==> src/rtl/oric_tap_pkg.sv <==
// Shared constants and types for the Oric tape subsystem (writer and loader).
//   TAP_SYNC / TAP_MARKER  : leader sync byte and block marker
//   FT_* / AUTORUN_*       : file type and autorun header codes
//   HDR_*                  : header byte offsets counted from the marker byte
//   state_e                : tap_writer controller states
package oric_tap_pkg;

  localparam logic [7:0] TAP_SYNC    = 8'h16;
  localparam logic [7:0] TAP_MARKER  = 8'h24;
  localparam logic [7:0] FT_BASIC    = 8'h00;
  localparam logic [7:0] FT_MCODE    = 8'h80;
  localparam logic [7:0] AUTORUN_OFF = 8'h00;
  localparam logic [7:0] AUTORUN_ON  = 8'hC7;

  // Header layout, offsets relative to the marker byte.
  localparam int HDR_MARKER   = 0;
  localparam int HDR_RSVD0    = 1;
  localparam int HDR_RSVD1    = 2;
  localparam int HDR_TYPE     = 3;
  localparam int HDR_AUTORUN  = 4;
  localparam int HDR_END_HI   = 5;
  localparam int HDR_END_LO   = 6;
  localparam int HDR_START_HI = 7;
  localparam int HDR_START_LO = 8;
  localparam int HDR_RSVD2    = 9;
  localparam int HDR_LEN      = 10;

  // RD/WAIT/HOLD together form the data phase: read, present, hold until accepted.
  typedef enum logic [3:0] {
    ST_IDLE,
    ST_SYNC,
    ST_HEADER,
    ST_NAME,
    ST_NAMEEND,
    ST_RD,
    ST_WAIT,
    ST_HOLD,
    ST_DONE
  } state_e;

endpackage

==> src/rtl/tap_writer_if.sv <==
// Byte stream from the TAP writer toward the tape cache / upload buffer.
//   tap_valid : byte on tap_dout is valid
//   tap_ready : sink accepts the byte this cycle
//   tap_addr  : offset of the byte within the image
//   tap_dout  : image byte
interface tap_writer_if;
  logic        tap_valid;
  logic        tap_ready;
  logic [16:0] tap_addr;
  logic [7:0]  tap_dout;

  modport master (output tap_valid, output tap_addr, output tap_dout, input tap_ready);
  modport slave  (input tap_valid, input tap_addr, input tap_dout, output tap_ready);
endinterface

==> src/rtl/tap_out_reg.sv <==
// Output byte register and image offset counter for the TAP writer.
//   restart   : clear the offset counter (first byte of a new image)
//   load      : capture load_data as a new valid byte
//   bypass    : present load_data directly this cycle (RAM data arriving);
//               it is captured and held if the sink does not take it
//   accepted  : a transfer happens this cycle
//   count     : current image offset (bytes accepted so far)
//   tap       : valid/ready byte stream
module tap_out_reg (
  input  logic        clk,
  input  logic        reset_n,
  input  logic        restart,
  input  logic        load,
  input  logic        bypass,
  input  logic [7:0]  load_data,
  output logic        accepted,
  output logic [16:0] count,
  tap_writer_if.master tap
);

  logic        valid_q;
  logic [7:0]  dout_q;
  logic [16:0] count_q;

  // valid depends only on state, never on tap_ready.
  assign tap.tap_valid = valid_q | bypass;
  assign tap.tap_dout  = bypass ? load_data : dout_q;
  assign tap.tap_addr  = count_q;
  assign accepted      = tap.tap_valid & tap.tap_ready;
  assign count         = count_q;

  // NOTE: sequential state uses non-blocking assignments so every flop samples pre-edge values.
  always_ff @(posedge clk or negedge reset_n) begin
    if (!reset_n) begin
      valid_q <= 1'b0;
      dout_q  <= 8'h00;
      count_q <= '0;
    end else begin
      if (load) begin
        valid_q <= 1'b1;
        dout_q  <= load_data;
      end else if (bypass) begin
        // Keep the byte only if the sink refused it.
        valid_q <= ~tap.tap_ready;
        dout_q  <= load_data;
      end else if (accepted) begin
        valid_q <= 1'b0;
      end

      if (restart)
        count_q <= '0;
      else if (accepted)
        count_q <= count_q + 17'd1;
    end
  end

endmodule

==> src/rtl/tap_writer.sv <==
// Oric TAP image generator. On start, streams sync bytes, marker, header,
// filename, terminator and then RAM[start_addr..end_addr] over a valid/ready
// byte interface.
//   start/start_addr/end_addr/file_type/autorun/file_name : save request
//   mem_rd/mem_addr/mem_din : RAM read port, data one cycle after mem_rd
//   tap        : output byte stream (master side)
//   busy       : save in progress
//   done       : pulse the cycle after the last byte is accepted
//   error      : pulse when a start with end_addr < start_addr is rejected
//   tap_length : total image bytes, valid from done until the next start
module tap_writer
  import oric_tap_pkg::*;
#(
  parameter int NAME_LEN   = 16,
  parameter int SYNC_COUNT = 3
) (
  input  logic                  clk,
  input  logic                  reset_n,
  input  logic                  start,
  input  logic [15:0]           start_addr,
  input  logic [15:0]           end_addr,
  input  logic [7:0]            file_type,
  input  logic [7:0]            autorun,
  input  logic [8*NAME_LEN-1:0] file_name,
  output logic                  mem_rd,
  output logic [15:0]           mem_addr,
  input  logic [7:0]            mem_din,
  tap_writer_if.master          tap,
  output logic                  busy,
  output logic                  done,
  output logic                  error,
  output logic [16:0]           tap_length
);

  localparam int             IW        = $clog2(SYNC_COUNT + HDR_LEN) + 1;
  localparam logic [IW-1:0]  SYNC_LAST = IW'(SYNC_COUNT - 1);
  localparam logic [IW-1:0]  HDR_LAST  = IW'(HDR_LEN - 1);

  state_e                 state_q, state_d;
  logic [IW-1:0]          idx_q, idx_d;
  logic [15:0]            cur_q, cur_d;
  logic [15:0]            start_q, end_q;
  logic [7:0]             type_q, autorun_q;
  // One spare zero byte on top so the "next character" read is always in range.
  logic [8*NAME_LEN+7:0]  name_q, name_d;
  logic                   err_q, err_d;
  logic                   latch;

  logic        load, bypass, restart, accepted;
  logic [7:0]  load_data, hdr_next;
  logic [16:0] count;

  tap_out_reg u_out (
    .clk       (clk),
    .reset_n   (reset_n),
    .restart   (restart),
    .load      (load),
    .bypass    (bypass),
    .load_data (load_data),
    .accepted  (accepted),
    .count     (count),
    .tap       (tap)
  );

  // Header byte that follows the one currently held.
  always_comb begin
    hdr_next = 8'h00;
    case (int'(idx_q) + 1)
      HDR_MARKER:   hdr_next = TAP_MARKER;
      HDR_RSVD0:    hdr_next = 8'h00;
      HDR_RSVD1:    hdr_next = 8'h00;
      HDR_TYPE:     hdr_next = type_q;
      HDR_AUTORUN:  hdr_next = autorun_q;
      HDR_END_HI:   hdr_next = end_q[15:8];
      HDR_END_LO:   hdr_next = end_q[7:0];
      HDR_START_HI: hdr_next = start_q[15:8];
      HDR_START_LO: hdr_next = start_q[7:0];
      HDR_RSVD2:    hdr_next = 8'h00;
      default:      hdr_next = 8'h00;
    endcase
  end

  // Each streaming state describes the byte currently held; an accept
  // loads the following byte in the same cycle so there are no bubbles.
  always_comb begin
    // NOTE: every output of this block gets a default first, so no path infers a latch.
    state_d   = state_q;
    idx_d     = idx_q;
    cur_d     = cur_q;
    name_d    = name_q;
    err_d     = 1'b0;
    latch     = 1'b0;
    load      = 1'b0;
    bypass    = 1'b0;
    restart   = 1'b0;
    load_data = 8'h00;

    unique case (state_q)
      ST_IDLE: begin
        if (start) begin
          if (end_addr < start_addr) begin
            err_d = 1'b1;
          end else begin
            latch     = 1'b1;
            restart   = 1'b1;
            load      = 1'b1;
            load_data = TAP_SYNC;
            idx_d     = '0;
            cur_d     = start_addr;
            name_d    = {8'h00, file_name};
            state_d   = ST_SYNC;
          end
        end
      end

      ST_SYNC: begin
        if (accepted) begin
          load = 1'b1;
          if (idx_q == SYNC_LAST) begin
            load_data = TAP_MARKER;
            idx_d     = '0;
            state_d   = ST_HEADER;
          end else begin
            load_data = TAP_SYNC;
            idx_d     = idx_q + 1'b1;
          end
        end
      end

      ST_HEADER: begin
        if (accepted) begin
          load = 1'b1;
          if (idx_q == HDR_LAST) begin
            // An empty name goes straight to the terminator.
            load_data = name_q[7:0];
            state_d   = (name_q[7:0] == 8'h00) ? ST_NAMEEND : ST_NAME;
          end else begin
            load_data = hdr_next;
            idx_d     = idx_q + 1'b1;
          end
        end
      end

      ST_NAME: begin
        // The name is shifted down a byte per accept; zero fill means a
        // full-length name also ends on a 0x00, which doubles as the terminator.
        if (accepted) begin
          load      = 1'b1;
          load_data = name_q[15:8];
          name_d    = name_q >> 8;
          if (name_q[15:8] == 8'h00)
            state_d = ST_NAMEEND;
        end
      end

      ST_NAMEEND: begin
        if (accepted)
          state_d = ST_RD;
      end

      ST_RD: state_d = ST_WAIT;

      ST_WAIT, ST_HOLD: begin
        if (state_q == ST_WAIT) begin
          bypass    = 1'b1;
          load_data = mem_din;
        end
        if (accepted) begin
          // Equality stop, so a range ending at 0xFFFF never relies on wrap.
          if (cur_q == end_q) begin
            state_d = ST_DONE;
          end else begin
            cur_d   = cur_q + 16'd1;
            state_d = ST_RD;
          end
        end else begin
          state_d = ST_HOLD;
        end
      end

      ST_DONE: state_d = ST_IDLE;

      default: state_d = ST_IDLE;
    endcase
  end

  always_ff @(posedge clk or negedge reset_n) begin
    if (!reset_n) begin
      state_q   <= ST_IDLE;
      idx_q     <= '0;
      cur_q     <= 16'h0000;
      start_q   <= 16'h0000;
      end_q     <= 16'h0000;
      type_q    <= 8'h00;
      autorun_q <= 8'h00;
      name_q    <= '0;
      err_q     <= 1'b0;
    end else begin
      state_q <= state_d;
      idx_q   <= idx_d;
      cur_q   <= cur_d;
      name_q  <= name_d;
      err_q   <= err_d;
      if (latch) begin
        start_q   <= start_addr;
        end_q     <= end_addr;
        type_q    <= file_type;
        autorun_q <= autorun;
      end
    end
  end

  assign mem_rd     = (state_q == ST_RD);
  assign mem_addr   = cur_q;
  assign busy       = (state_q != ST_IDLE);
  assign done       = (state_q == ST_DONE);
  assign error      = err_q;
  // The offset counter already equals the image length once the last byte is taken.
  assign tap_length = (state_q == ST_IDLE || state_q == ST_DONE) ? count : 17'd0;

endmodule

==> src/flat_wrapper.sv <==
// flat-port wrapper written by rule: the top's interface ports become plain ports
module tap_writer_flat import oric_tap_pkg::*;
#(
  parameter int NAME_LEN   = 16,
  parameter int SYNC_COUNT = 3
)
  (clk, reset_n, start, start_addr, end_addr, file_type, autorun, file_name, mem_rd, mem_addr, mem_din, busy, done, error, tap_length, tap_tap_valid, tap_tap_addr, tap_tap_dout, tap_tap_ready);
  tap_writer_if tap_i ();
  input  logic clk;
  input  logic reset_n;
  input  logic start;
  input  logic [15:0] start_addr;
  input  logic [15:0] end_addr;
  input  logic [7:0] file_type;
  input  logic [7:0] autorun;
  input  logic [8*NAME_LEN-1:0] file_name;
  output logic mem_rd;
  output logic [15:0] mem_addr;
  input  logic [7:0] mem_din;
  output logic busy;
  output logic done;
  output logic error;
  output logic [16:0] tap_length;
  output wire logic [$bits(tap_i.tap_valid)-1:0] tap_tap_valid;
  output wire logic [$bits(tap_i.tap_addr)-1:0] tap_tap_addr;
  output wire logic [$bits(tap_i.tap_dout)-1:0] tap_tap_dout;
  input wire logic [$bits(tap_i.tap_ready)-1:0] tap_tap_ready;
  assign tap_tap_valid = tap_i.tap_valid;
  assign tap_tap_addr = tap_i.tap_addr;
  assign tap_tap_dout = tap_i.tap_dout;
  assign tap_i.tap_ready = tap_tap_ready;
  tap_writer #(.NAME_LEN(NAME_LEN), .SYNC_COUNT(SYNC_COUNT)) u_core (.clk(clk), .reset_n(reset_n), .start(start), .start_addr(start_addr), .end_addr(end_addr), .file_type(file_type), .autorun(autorun), .file_name(file_name), .mem_rd(mem_rd), .mem_addr(mem_addr), .mem_din(mem_din), .tap(tap_i), .busy(busy), .done(done), .error(error), .tap_length(tap_length));
endmodule
==> config.mk <==
export PLATFORM = sky130hd
export DESIGN_NAME = tap_writer_flat
export DESIGN_NICKNAME = d
export VERILOG_FILES = /design/src/rtl/oric_tap_pkg.sv /design/src/rtl/tap_writer_if.sv /design/src/rtl/tap_out_reg.sv /design/src/rtl/tap_writer.sv /design/src/flat_wrapper.sv
export SDC_FILE = /design/constraint.sdc
export NUM_CORES = 1
export LEC_CHECK = 0
export ABC_AREA = 1
export CAP_MARGIN = 20
export CORE_UTILIZATION = 45
export DETAILED_ROUTE_END_ITERATION = 6
export DONT_BUFFER_PORTS = 1
export HOLD_SLACK_MARGIN = 0.08
export PLACE_DENSITY = 0.64
export SETUP_SLACK_MARGIN = 0.15
export SYNTH_ARGS = -nofsm -noshare
export SYNTH_HDL_FRONTEND = slang
export SYNTH_HIERARCHICAL = 1
export SYNTH_SLANG_ARGS = --single-unit
export TNS_END_PERCENT = 5
==> constraint.sdc <==
create_clock -name clk -period 3.95 [get_ports clk]
set_clock_uncertainty 0.05 [all_clocks]
set_input_delay 0.9875 -clock clk [delete_from_list [all_inputs] [get_ports clk]]
set_output_delay 0.9875 -clock clk [all_outputs]
set_load 0.02 [all_outputs]
==> results.md <==
- Status: completed
- Min cycle time layout: 3810 ps
- Post-synthesis xor/xnor area fraction: 1.24%
- Crit path max fanout: 8
- Synth top cells by count: nand2_1, dfrtp_1, nand3_1, inv_1, nor2_1
- Clock power frac: 23.9%
- Routed WL: 37.2 mm
- Post-Synthesis Cells: 1,954
- HP Class: input port to asynchronous set/reset pin
- GR Util met3: 5.49%
- Post-synthesis mux area share: 0%
- Largest net degree at the start of global routing: 182
- Area of the multi-input gates: 0.00664 mm²
- Ports: 251
- Detailed placement HPWL: 24.6 mm
- Maxcap violations: 0
- Final period utilization: 96.4%
- Combinational share of power: 37.3%
- Total track usage: 24.2%
- Measured slew at the worst slew-check pin: 975 ps
- Setup repair after global routing missed its margin: yes
- Slowest Stage Delay on Critical Path: 430 ps
- Via count: 12.1k
- Port buffer count: 0
- GRT Max-Usage Layer: met2
- Cells on worst reg2reg path: 13
- CP Capture Type: output pin
- Crit. path cell count: 17
- Critical path type: register to output pin
- Final setup vio count: 0
- Grt ovf: 0
- Final net count: 2,112
- Crit-path cells: ha_4 -> inv_2 -> nand2_2 -> nand2_2 -> nand3_4 -> nor2_4 -> nand3_2 -> o21ai_1 -> nor2_1 -> nand2_1 -> nand2_1 -> nand2_1 -> nand2_1 -> nand2_1 -> inv_1 -> o21ai_1 -> buf_4
- Starting Density: 46.2%
- Worst Setup SP: u_core/idx_q[0]$_DFFE_PN0P_
- Most frequent cell after synthesis: nand2_1
- Num CTS Buffers: 27
- Synth Register Bits: 228
- Die Ht: 174 µm
- Power Density: 753 mW/mm²
- Mapped Area: 0.0134 mm²
- Vias per cell: 5.26
- Sequential share of the synthesized area: 42.7%
- Highest clock rate: 0.263 GHz
- Post-Layout Cell Count: 2,307
- Register area: 0.00571 mm²
- Critical Path Most Common Cell: nand2_1
- Arr. time, crit path: 2770 ps
- Synth warn: 6
- Wire length per cell: 16.1 µm
- Worst path slowest cell: dfrtp_2
- Compound-Gate Fraction of Synth Area: 4.99%
- Pint: 6.24 mW
- Post-Synth Simple-Gate Area: 40.2%
- CP Buf/Inv Count: 3
- CTS clk-pin slew, worst paths: 60 ps
- EDFF count, synth: 0
- CP Launch Type: register
- Share of cells above drive strength 1: 7.65%
- Top_reg_cell synth: dfrtp_1
- DRT antenna net count: 0
- Largest family of logic cells by synthesized area: simple AND/OR/NAND/NOR gates
- Clock latency on the worst-skew pair: 540 ps
- Synth async-reset ratio: 100%
- Root Buffer: clkbuf_16
- Critical path's top delay family: simple AND/OR/NAND/NOR gates
- # rows: 62
- Worst R2R Setup Slack: 600 ps
- Crit path to: tap_tap_dout[0]
- Hold Slack: 112 ps
- CTS tree: done
- Largest cells by area after synthesis: dfrtp_1, nand2_1, nand3_1, inv_1, nor2_1
- Overall power: 11.0 mW
- Full die area: 0.0304 mm²
- Worst IR Drop VDD: 0.406 mV
- Power share of the sequential group: 38.8%
- Clock Sinks: 228
- Final Hold Vio Count: 0
- Final Core Density: 50.5%
- # fillers: 2,891
- Met2 usage: 39.3%
- Global-route wire length before repair: 60.0 mm
- Switching power: 4.77 mW
- GRT met1 Usage: 32.0%
- Core area: 0.0289 mm²
- Buffer depth of the longest clock path: 3
- Sw frac: 43.3%
- Adder-Cell Fraction of Synth Area: 2.06%
- Synth Net Count: 2,164
- Worst EP required: 2910 ps
- H-tree depth: 1
- DR pass1 iterations: 7
- Reg-to-Reg Start: u_core/state_q[3]$_DFFE_PN0P_
- Top-area cell type share of the netlist area: 42.7%
- Max Slew Vio Count: 0
- Initial antenna violation count: 1
- DRT iter0 DRCs: 1,097
- Vias in the first global route: 11.6k
- Die span in x: 174 µm
- Post-Place Cells: 2,247
- Synth area leader: dfrtp_1
- DRC viols: 0
- Post-Syn Area per Cell: 6.84 µm²
- Area Overhead vs Synth: 9.29%
- GPL Wtd Cong: 0.948
- Worst slew margin: 34.5%
- Lkg Pwr: 7.74 nW
- Crit Reg-Reg Endpoint: u_core/name_q[121]$_DFFE_PN0P_
- Synth unique cells: 39
[cells in the final DEF, fill, tap and decap left out, drive strengths merged, types with 16 or more instances in the layout]
cell    netlist  final
nand2       955    955
dfrtp       228    228
nand3       203    203
inv         129    130
nor2        111    111
o21ai        93     93
clkbuf       18     42
buf          96     32
a21oi        26     26
ha           22     22
xor2         19     19
nand4        18     18
nor3         16     16
[repair_timing]
item / in CTS / in global routing
gates resized for setup: 15 / 28
cloned: 0 / 1
endpoints found under the setup margin: 8 / 8
hold buffers: 2 / 0
pin swaps: 1 / 14
endpoints found under the hold margin: 28 / 0
setup buffers: 4 / 3
[state kept, by name, summed over array words and instances, names as in the netlist]
name and flops:
u_core/type_q 8, u_core/autorun_q 8, u_core/u_out/valid_q 1, u_core/name_q 128, u_core/start_q 16, u_core/u_out/count 17
u_core/error 1, u_core/u_out/dout_q 8, u_core/idx_q 5, u_core/state_q 4, u_core/end_q 16, u_core/mem_addr 16
[logic make-up (layout without fill, tap and decap cells)]
| logic type | after synthesis | count (layout) |
|---|---|---|
| flops | 228 | 228 |
| compound gates | 128 | 128 |
| xor+xnor | 19 | 19 |
| buf+inv | 245 | 213 |
| other cells | 0 | 1 |
| fa+ha+maj | 22 | 22 |
| simple gates | 1312 | 1312 |
[layout make-up]
| class | count | area share [%] |
|---|---|---|
| Clock buffer | 41 | 5.60 |
| Antenna cell | 1 | 0.0171 |
| Inverter | 131 | 3.42 |
| Clock inverter | 8 | 0.813 |
| Tap cell | 384 | 3.29 |
| Multi-Input combinational cell | 1481 | 45.5 |
| Timing Repair Buffer | 33 | 2.33 |
| Sequential cell | 228 | 39.1 |
[layer usage]
layer,up-vias,routed length (µm)
met5,-,0
met4,0,1070
met3,62,2710
met2,426,17300
met1,5651,16200
li1,6001,-
[through the flow]
stage,setup slack [ps],area [µm²],setup TNS (ps)
after detailed placement,299,13400,0
after global routing,-11.5,14600,-11.5
after global placement,306,13400,0
after floorplan,50.8,13400,0
after CTS,110,14500,0
final,142,14600,0
[worst min path at each step]
stage | start | end | slack [ps] | cells after the start
floorplan | u_core/autorun_q[0]$_DFFE_PN0P_ | u_core/autorun_q[0]$_DFFE_PN0P_ | 390 | 2
global placement | u_core/name_q[26]$_DFFE_PN0P_ | u_core/name_q[26]$_DFFE_PN0P_ | 400 | 2
detailed placement | u_core/name_q[17]$_DFFE_PN0P_ | u_core/name_q[17]$_DFFE_PN0P_ | 410 | 2
CTS | reset_n | u_core/start_q[15]$_DFFE_PN0P_ | 80 | 0
global route | reset_n | u_core/mem_addr[14]$_DFFE_PN0P_ | 90 | 0
finish | reset_n | u_core/mem_addr[14]$_DFFE_PN0P_ | 110 | 0
[power by group through the flow]
stage | clock network [mW] | logic (mW) | registers (mW)
after floorplan | 0 | 3.36 | 3.99
after global placement | 0 | 3.93 | 4.27
after detailed placement | 0 | 4.01 | 4.29
after CTS | 2.69 | 4.09 | 4.26
after global routing | 2.78 | 4.71 | 4.41
final | 2.63 | 4.10 | 4.28
(Power assumes the default switching activity.)
